--- config.mk ---
export PLATFORM = sky130hd
export DESIGN_NAME = cpu_core
export DESIGN_NICKNAME = d
export VERILOG_FILES = /design/src/rtl/cpu_pkg.sv /design/src/rtl/cpu_regfile.sv /design/src/rtl/cpu_core.sv
export SDC_FILE = /design/constraint.sdc
export NUM_CORES = 1
export LEC_CHECK = 0
export BUFFER_PORTS_ARGS = -buffer_cell sky130_fd_sc_hd__buf_4
export CORE_MARGIN = 3
export CORE_UTILIZATION = 55
export CTS_CLUSTER_DIAMETER = 50
export DETAILED_ROUTE_END_ITERATION = 8
export PLACE_DENSITY = 0.85
export SYNTH_ARGS = -nofsm -noshare
export SYNTH_HDL_FRONTEND = slang
export SYNTH_SLANG_ARGS = --single-unit
--- constraint.sdc ---
create_clock -name clk -period 12.4 [get_ports clk]
set_clock_uncertainty 0.05 [all_clocks]
set_input_delay 1.86 -clock clk [delete_from_list [all_inputs] [get_ports clk]]
set_output_delay 1.86 -clock clk [all_outputs]
set_load 0.01 [all_outputs]
--- src/rtl/cpu_pkg.sv ---
// Shared definitions for the plotter CPU: widths, opcodes, instruction
// field positions and the control FSM state encoding.
package cpu_pkg;

    localparam int PC_WIDTH        = 10;
    localparam int DATA_ADDR_WIDTH = 8;
    localparam int WORD_WIDTH      = 16;
    localparam int ACCEL_ID_WIDTH  = 4;
    localparam int REG_ADDR_WIDTH  = 4;
    localparam int NUM_REGS        = 16;

    // Instruction field bit positions
    localparam int OP_MSB = 15;
    localparam int OP_LSB = 12;
    localparam int RD_MSB = 11;
    localparam int RD_LSB = 8;
    localparam int RS_MSB = 7;
    localparam int RS_LSB = 4;
    localparam int ID_MSB = 3;
    localparam int ID_LSB = 0;

    localparam logic [3:0] OP_NOP  = 4'h0;
    localparam logic [3:0] OP_LDI  = 4'h1;
    localparam logic [3:0] OP_MOV  = 4'h2;
    localparam logic [3:0] OP_ADD  = 4'h3;
    localparam logic [3:0] OP_SUB  = 4'h4;
    localparam logic [3:0] OP_AND  = 4'h5;
    localparam logic [3:0] OP_OR   = 4'h6;
    localparam logic [3:0] OP_XOR  = 4'h7;
    localparam logic [3:0] OP_LD   = 4'h8;
    localparam logic [3:0] OP_ST   = 4'h9;
    localparam logic [3:0] OP_JMP  = 4'hA;
    localparam logic [3:0] OP_BZ   = 4'hB;
    localparam logic [3:0] OP_BNZ  = 4'hC;
    localparam logic [3:0] OP_ARD  = 4'hD;
    localparam logic [3:0] OP_AWR  = 4'hE;
    localparam logic [3:0] OP_ADDI = 4'hF;

    // HALTED is only reachable when the halt instruction is compiled in
    typedef enum logic [1:0] {
        ST_FETCH  = 2'd0,
        ST_EXEC   = 2'd1,
        ST_LOAD   = 2'd2,
        ST_HALTED = 2'd3
    } state_t;

    function automatic logic [WORD_WIDTH-1:0] sext8(input logic [7:0] v);
        return {{(WORD_WIDTH-8){v[7]}}, v};
    endfunction

endpackage

--- src/rtl/cpu_regfile.sv ---
// 16x16 general-purpose register file: one synchronous write port and two
// combinational read ports. All registers clear on reset.
module cpu_regfile
    import cpu_pkg::*;
(
    input  logic                      clk,
    input  logic                      rst,
    input  logic                      we,
    input  logic [REG_ADDR_WIDTH-1:0] waddr,
    input  logic [WORD_WIDTH-1:0]     wdata,
    input  logic [REG_ADDR_WIDTH-1:0] raddr_a,
    output logic [WORD_WIDTH-1:0]     rdata_a,
    input  logic [REG_ADDR_WIDTH-1:0] raddr_b,
    output logic [WORD_WIDTH-1:0]     rdata_b
);

    logic [WORD_WIDTH-1:0] regs [NUM_REGS];

    // Register storage with asynchronous clear
    always_ff @(posedge clk or negedge rst) begin
        if (!rst) begin
            for (int i = 0; i < NUM_REGS; i++) regs[i] <= '0;
        end else if (we) begin
            regs[waddr] <= wdata;
        end
    end

    assign rdata_a = regs[raddr_a];
    assign rdata_b = regs[raddr_b];

endmodule

--- src/rtl/cpu_core.sv ---
// Multi-cycle 16-bit load/store CPU (FETCH -> EXEC [-> LOAD]).
// The instruction ROM output is consumed directly in EXEC/LOAD; pc is held
// until the instruction retires so the ROM keeps presenting the same words.
// Optional: define CPU_HALT_EN to make op 0 with instr[0]=1 a HALT.
module cpu_core
    import cpu_pkg::*;
(
    input  logic                       clk,
    input  logic                       rst,
    output logic [PC_WIDTH-1:0]        instr_mem_addr,
    input  logic [WORD_WIDTH-1:0]      instr_mem_data_0,
    input  logic [WORD_WIDTH-1:0]      instr_mem_data_1,
    output logic [DATA_ADDR_WIDTH-1:0] data_mem_addr,
    input  logic [WORD_WIDTH-1:0]      data_mem_read_data,
    output logic                       data_mem_write_enable,
    output logic [WORD_WIDTH-1:0]      data_mem_write_data,
    output logic [ACCEL_ID_WIDTH-1:0]  accel_id,
    input  logic                       accel_can_read,
    input  logic                       accel_can_write,
    output logic                       accel_read_enable,
    input  logic [WORD_WIDTH-1:0]      accel_read_data,
    output logic                       accel_write_enable,
    output logic [WORD_WIDTH-1:0]      accel_write_data
);

    state_t                    state;
    logic [PC_WIDTH-1:0]       pc;
    logic [PC_WIDTH-1:0]       pc_p1, pc_p2, next_pc;
    logic [WORD_WIDTH-1:0]     instr, imm;
    logic [3:0]                op;
    logic [REG_ADDR_WIDTH-1:0] rd_idx, rs_idx;
    logic [ACCEL_ID_WIDTH-1:0] id;
    logic [WORD_WIDTH-1:0]     rd_val, rs_val;
    logic                      in_exec, exec_done, is_halt;
    logic                      rf_we;
    logic [WORD_WIDTH-1:0]     rf_wdata;

    assign instr   = instr_mem_data_0;
    assign imm     = instr_mem_data_1;
    assign op      = instr[OP_MSB:OP_LSB];
    assign rd_idx  = instr[RD_MSB:RD_LSB];
    assign rs_idx  = instr[RS_MSB:RS_LSB];
    assign id      = instr[ID_MSB:ID_LSB];
    assign in_exec = (state == ST_EXEC);
    assign pc_p1   = pc + PC_WIDTH'(1);
    assign pc_p2   = pc + PC_WIDTH'(2);

`ifdef CPU_HALT_EN
    assign is_halt = (op == OP_NOP) && instr[0];
`else
    assign is_halt = 1'b0;
`endif

    cpu_regfile u_regfile (
        .clk     (clk),
        .rst     (rst),
        .we      (rf_we),
        .waddr   (rd_idx),
        .wdata   (rf_wdata),
        .raddr_a (rd_idx),
        .rdata_a (rd_val),
        .raddr_b (rs_idx),
        .rdata_b (rs_val)
    );

    assign instr_mem_addr = pc;

    // Memory and accelerator strobes are decoded from the EXEC state so an
    // asynchronous reset (state -> FETCH) removes them immediately.
    assign accel_id = (in_exec && (op == OP_ARD || op == OP_AWR)) ? id : '0;
    assign accel_read_enable  = in_exec && (op == OP_ARD) && accel_can_read;
    assign accel_write_enable = in_exec && (op == OP_AWR) && accel_can_write;
    assign accel_write_data   = (in_exec && op == OP_AWR) ? rs_val : '0;

    assign data_mem_write_enable = in_exec && (op == OP_ST);
    assign data_mem_write_data   = (in_exec && op == OP_ST) ? rs_val : '0;
    assign data_mem_addr = !in_exec        ? '0 :
                           (op == OP_ST)   ? rd_val[DATA_ADDR_WIDTH-1:0] :
                           (op == OP_LD)   ? rs_val[DATA_ADDR_WIDTH-1:0] : '0;

    // Retire condition and next pc for an instruction sitting in EXEC
    always_comb begin
        exec_done = 1'b1;
        next_pc   = pc_p1;
        case (op)
            OP_LDI:  next_pc = pc_p2;
            OP_JMP:  next_pc = imm[PC_WIDTH-1:0];
            OP_BZ:   next_pc = (rs_val == '0) ? imm[PC_WIDTH-1:0] : pc_p2;
            OP_BNZ:  next_pc = (rs_val != '0) ? imm[PC_WIDTH-1:0] : pc_p2;
            OP_ARD:  exec_done = accel_can_read;
            OP_AWR:  exec_done = accel_can_write;
            default: ;
        endcase
    end

    // Register write-back: EXEC for ALU/move/immediate/accel-read, LOAD for LD
    always_comb begin
        rf_we    = 1'b0;
        rf_wdata = '0;
        if (state == ST_LOAD) begin
            rf_we    = 1'b1;
            rf_wdata = data_mem_read_data;
        end else if (in_exec) begin
            case (op)
                OP_LDI:  begin rf_we = 1'b1; rf_wdata = imm;             end
                OP_MOV:  begin rf_we = 1'b1; rf_wdata = rs_val;          end
                OP_ADD:  begin rf_we = 1'b1; rf_wdata = rd_val + rs_val; end
                OP_SUB:  begin rf_we = 1'b1; rf_wdata = rd_val - rs_val; end
                OP_AND:  begin rf_we = 1'b1; rf_wdata = rd_val & rs_val; end
                OP_OR:   begin rf_we = 1'b1; rf_wdata = rd_val | rs_val; end
                OP_XOR:  begin rf_we = 1'b1; rf_wdata = rd_val ^ rs_val; end
                OP_ADDI: begin rf_we = 1'b1; rf_wdata = rd_val + sext8(instr[7:0]); end
                OP_ARD:  begin rf_we = accel_can_read; rf_wdata = accel_read_data; end
                default: ;
            endcase
        end
    end

    // Control FSM and program counter
    always_ff @(posedge clk or negedge rst) begin
        if (!rst) begin
            state <= ST_FETCH;
            pc    <= '0;
        end else begin
            case (state)
                ST_FETCH: state <= ST_EXEC;
                ST_EXEC: begin
                    if (is_halt) begin
                        state <= ST_HALTED;
                    end else if (op == OP_LD) begin
                        state <= ST_LOAD;
                    end else if (exec_done) begin
                        state <= ST_FETCH;
                        pc    <= next_pc;
                    end
                end
                ST_LOAD: begin
                    state <= ST_FETCH;
                    pc    <= pc_p1;
                end
                ST_HALTED: state <= ST_HALTED;
                default:   state <= ST_FETCH;
            endcase
        end
    end

endmodule

==> results_dict.tcl <==
set metrics [dict create \
    numCtsBuffers 30 \
    antenna_found_initial 0 \
    synthesis.nets 1804 \
    start_util 0.565 \
    synth-edff-count 0 \
    cp-start-kind "input port" \
    holdWs_ns 0.453 \
    antenna_cells 0 \
    rsz0062_at_grt "no" \
    crit_type "in -> reg" \
    async_reset_ff_frac 1.00 \
    grt_usage 0.317 \
    layout_min_cycle_time_ns 8.29 \
    worstPathArrival_ns 8.61 \
    clk_latency_ns 0.60 \
    dr.pass1.iters 5 \
    yosysWarnings 0 \
    design.die.area_um2 33000 \
    postCtsHoldBufs 0 \
    p_per_area_nw_per_um2 101 \
    post-route-drc-count 0 \
    status "complete, no violations" \
    via_per_inst 6.94 \
    syn_inst 1678 \
    slowest_delay_ns 0.90 \
    postCtsSetupRepairBufs 0 \
    cp.required_ns 12.73 \
    drt-total-wl_um 53000 \
    multi_input_area_um2 9540 \
    worst-path-buf-inv 2 \
    yosysUniqueCellTypes 72 \
    post_cts_resized 0 \
    path_max_fanout 41 \
    fin_tns_setup_ns 0 \
    cts_sinks 268 \
    die_x_um 182 \
    maxSlewHeadroom 0.0798 \
    drv_slew 0 \
    finalSetupViolCount 0 \
    synth-seq-cells 268 \
    instances_no_fill 2141 \
    crit_chain "buf_4, buf_4, mux4_2, mux2i_1, mux2_2, ha_1, nand3_1, o31ai_1, o21ai_0, o221ai_1, ha_1, nand3_1, o221a_2, o31ai_1, a2111oi_0, nor3_1, nor3_1, xnor2_1, a221o_1, a22oi_1, o21ai_0" \
    p_leak_nw 8.24 \
    drive_above_1_share 0.219 \
    yosys_most_used_dff "dfrtp_1" \
    fp.dieH_um 182 \
    cpMaxStageDelayCell "a22oi_1" \
    grt_max_degree 123 \
    ant_nets 0 \
    cts-root-buf "clkbuf_16" \
    core_um2 30000 \
    grt_pass1_wl_um 83000 \
    vias 14900 \
    layout.nets 1860 \
    drt_iter0_markers 1968 \
    end_kind "flip-flop" \
    dp.cells 2092 \
    grt_overflow_total 0 \
    crit_family "compound AO/OA/AOI/OAI gates" \
    clock_path_buffers 3 \
    numPortBuffers 124 \
    fillers 2266 \
    clk_pin_slew_worst_paths_ns 0.06 \
    avgSynthCellArea_um2 10.1 \
    syn_to_final_growth_pct 12.6 \
    dp_hpwl_um 34700 \
    vdd_ir_drop_max_mv 0.119 \
    seqCellArea_um2 6710 \
    num_io_pins 125 \
    tightest_slew_ns 1.38 \
    post_drt_wl_per_cell_um 24.8 \
    grt_pass1_vias 14800 \
    hold_class "reg -> reg" \
    htreeDepth 1 \
    hold_viol 0 \
    cts_tree "done" \
    yosysSeqAreaShare 0.395 \
    min_period_over_period 0.668 \
    clock.fmax_ghz 0.121 \
    gp_congestion 0.918 \
    syn_area_um2 17000 \
    row_count 63 \
    max_cap_violations 0 \
]
-- cells in the mapped netlist (8+ instances only) --
library cell / number / area [µm²]
a21oi_1: 103 / 515
a221oi_1: 24 / 210
a222oi_1: 8 / 80.1
a22oi_1: 20 / 150
a31oi_1: 10 / 62.6
buf_1: 14 / 52.6
clkbuf_1: 110 / 413
dfrtp_1: 268 / 6710
ha_1: 57 / 713
inv_1: 52 / 195
mux2i_1: 24 / 240
mux4_2: 140 / 3150
nand2_1: 233 / 875
nand2b_1: 15 / 93.8
nand3_1: 20 / 100
nor2_1: 165 / 619
nor2b_1: 11 / 68.8
nor3_1: 20 / 100
o2111ai_1: 8 / 70.1
o211ai_1: 11 / 82.6
o21ai_0: 198 / 991
o221ai_1: 9 / 78.8
o22ai_1: 10 / 62.6
xnor2_1: 19 / 166
-- routing by layer --
layer  part of all wire  wire length, µm  GRT usage  vias up
met2               0.46            24100      0.491     1049
met5                  0                0          0        -
li1                   -                -          -     6266
met1               0.37            19500      0.421     7319
met4              0.054             2870      0.146        0
met3               0.12             6460     0.0875      216
-- report_power, final --
group          leakage [nW]  internal, mW  switching (mW)
registers              3.72         0.875         0.00139
logic                  4.05        0.0570           0.102
clock network         0.476         0.512           0.381
total                  8.24          1.44           0.484
-- cell usage in the layout, fill, tap and decap left out, drive strengths merged, types with 6 or more instances in the layout --
cell | synthesis | final
o221ai | 9 | 9
or3 | 6 | 6
a221oi | 29 | 29
o22ai | 10 | 10
mux4 | 140 | 140
nand2b | 15 | 15
a22oi | 20 | 20
a31oi | 10 | 10
mux2 | 6 | 6
nor2b | 11 | 11
dfrtp | 268 | 268
xnor2 | 19 | 19
a21oi | 110 | 110
o21ai | 200 | 200
inv | 52 | 55
mux2i | 27 | 27
ha | 57 | 57
clkinv | 2 | 9
buf | 26 | 160
o31ai | 6 | 6
a22o | 6 | 6
nand3 | 21 | 21
nor3 | 20 | 20
nand2 | 233 | 233
xor2 | 6 | 6
a222oi | 8 | 8
or2 | 8 | 8
and2 | 6 | 6
nor2 | 165 | 165
o2111ai | 8 | 8
nand4 | 6 | 6
clkbuf | 110 | 35
o211ai | 11 | 11
-- area by class of cell --
| class | instances | area share |
|---|---|---|
| timing repair buffer | 160 | 0.0632 |
| inverter | 54 | 0.0106 |
| tap | 390 | 0.0255 |
| clock buffer | 35 | 0.0402 |
| clock inverter | 14 | 0.0113 |
| multi-input combinational | 1220 | 0.499 |
| sequential | 268 | 0.351 |
-- worst paths after layout --
path                                     start                   to  cells after the start  slack (ns)
max                        instr_mem_data_0[4]  u_regfile.regs[109]                     21        4.11
min                        u_regfile.regs[205]  u_regfile.regs[205]                      2        0.45
max reg2reg                u_regfile.regs[133]  u_regfile.regs[109]                     18        6.01
min reg2reg                u_regfile.regs[205]  u_regfile.regs[205]                      2        0.45
max in group asynchronous                  rst  u_regfile.regs[241]                      3        8.47
min in group asynchronous                  rst  u_regfile.regs[222]                      1        1.28
-- logic make-up after synthesis --
family,share of synthesized area
fa+ha+maj,0.0432
flops,0.395
mux,0.208
buf+inv,0.0449
compound gates,0.167
simple gates,0.129
xor+xnor,0.0129
-- sequential cells by signal, indices dropped and copies added (netlist names) --
name and cells:
instr_mem_addr 10, state 2, u_regfile.regs 256
-- through the flow --
stage	util	worst slack (ns)	cell area, µm²	power (mW)
after floorplan	-	5.41	17000	0.984
after global routing	0.637	3.50	19100	1.98
after CTS	0.637	4.12	19100	1.93
final	0.637	4.11	19100	1.93
after global placement	0.604	3.66	18100	1.05
after detailed placement	0.604	3.55	18100	1.05
-- worst register-to-register path, stage by stage (launching register included) --
cell	delay, ns
dfrtp_1	0.40
mux4_2	0.48
a22o_1	0.26
a221oi_2	0.73
inv_1	0.26
nor3_1	0.24
nor3_1	0.06
a221o_1	0.30
ha_1	0.33
a21oi_1	0.14
o221a_2	0.19
o31ai_1	0.12
a2111oi_0	0.65
nor3_1	0.17
nor3_1	0.24
xnor2_1	0.09
a221o_1	0.30
a22oi_1	0.90
o21ai_0	0.27
Note: power is estimated with default switching activity, not from simulation.
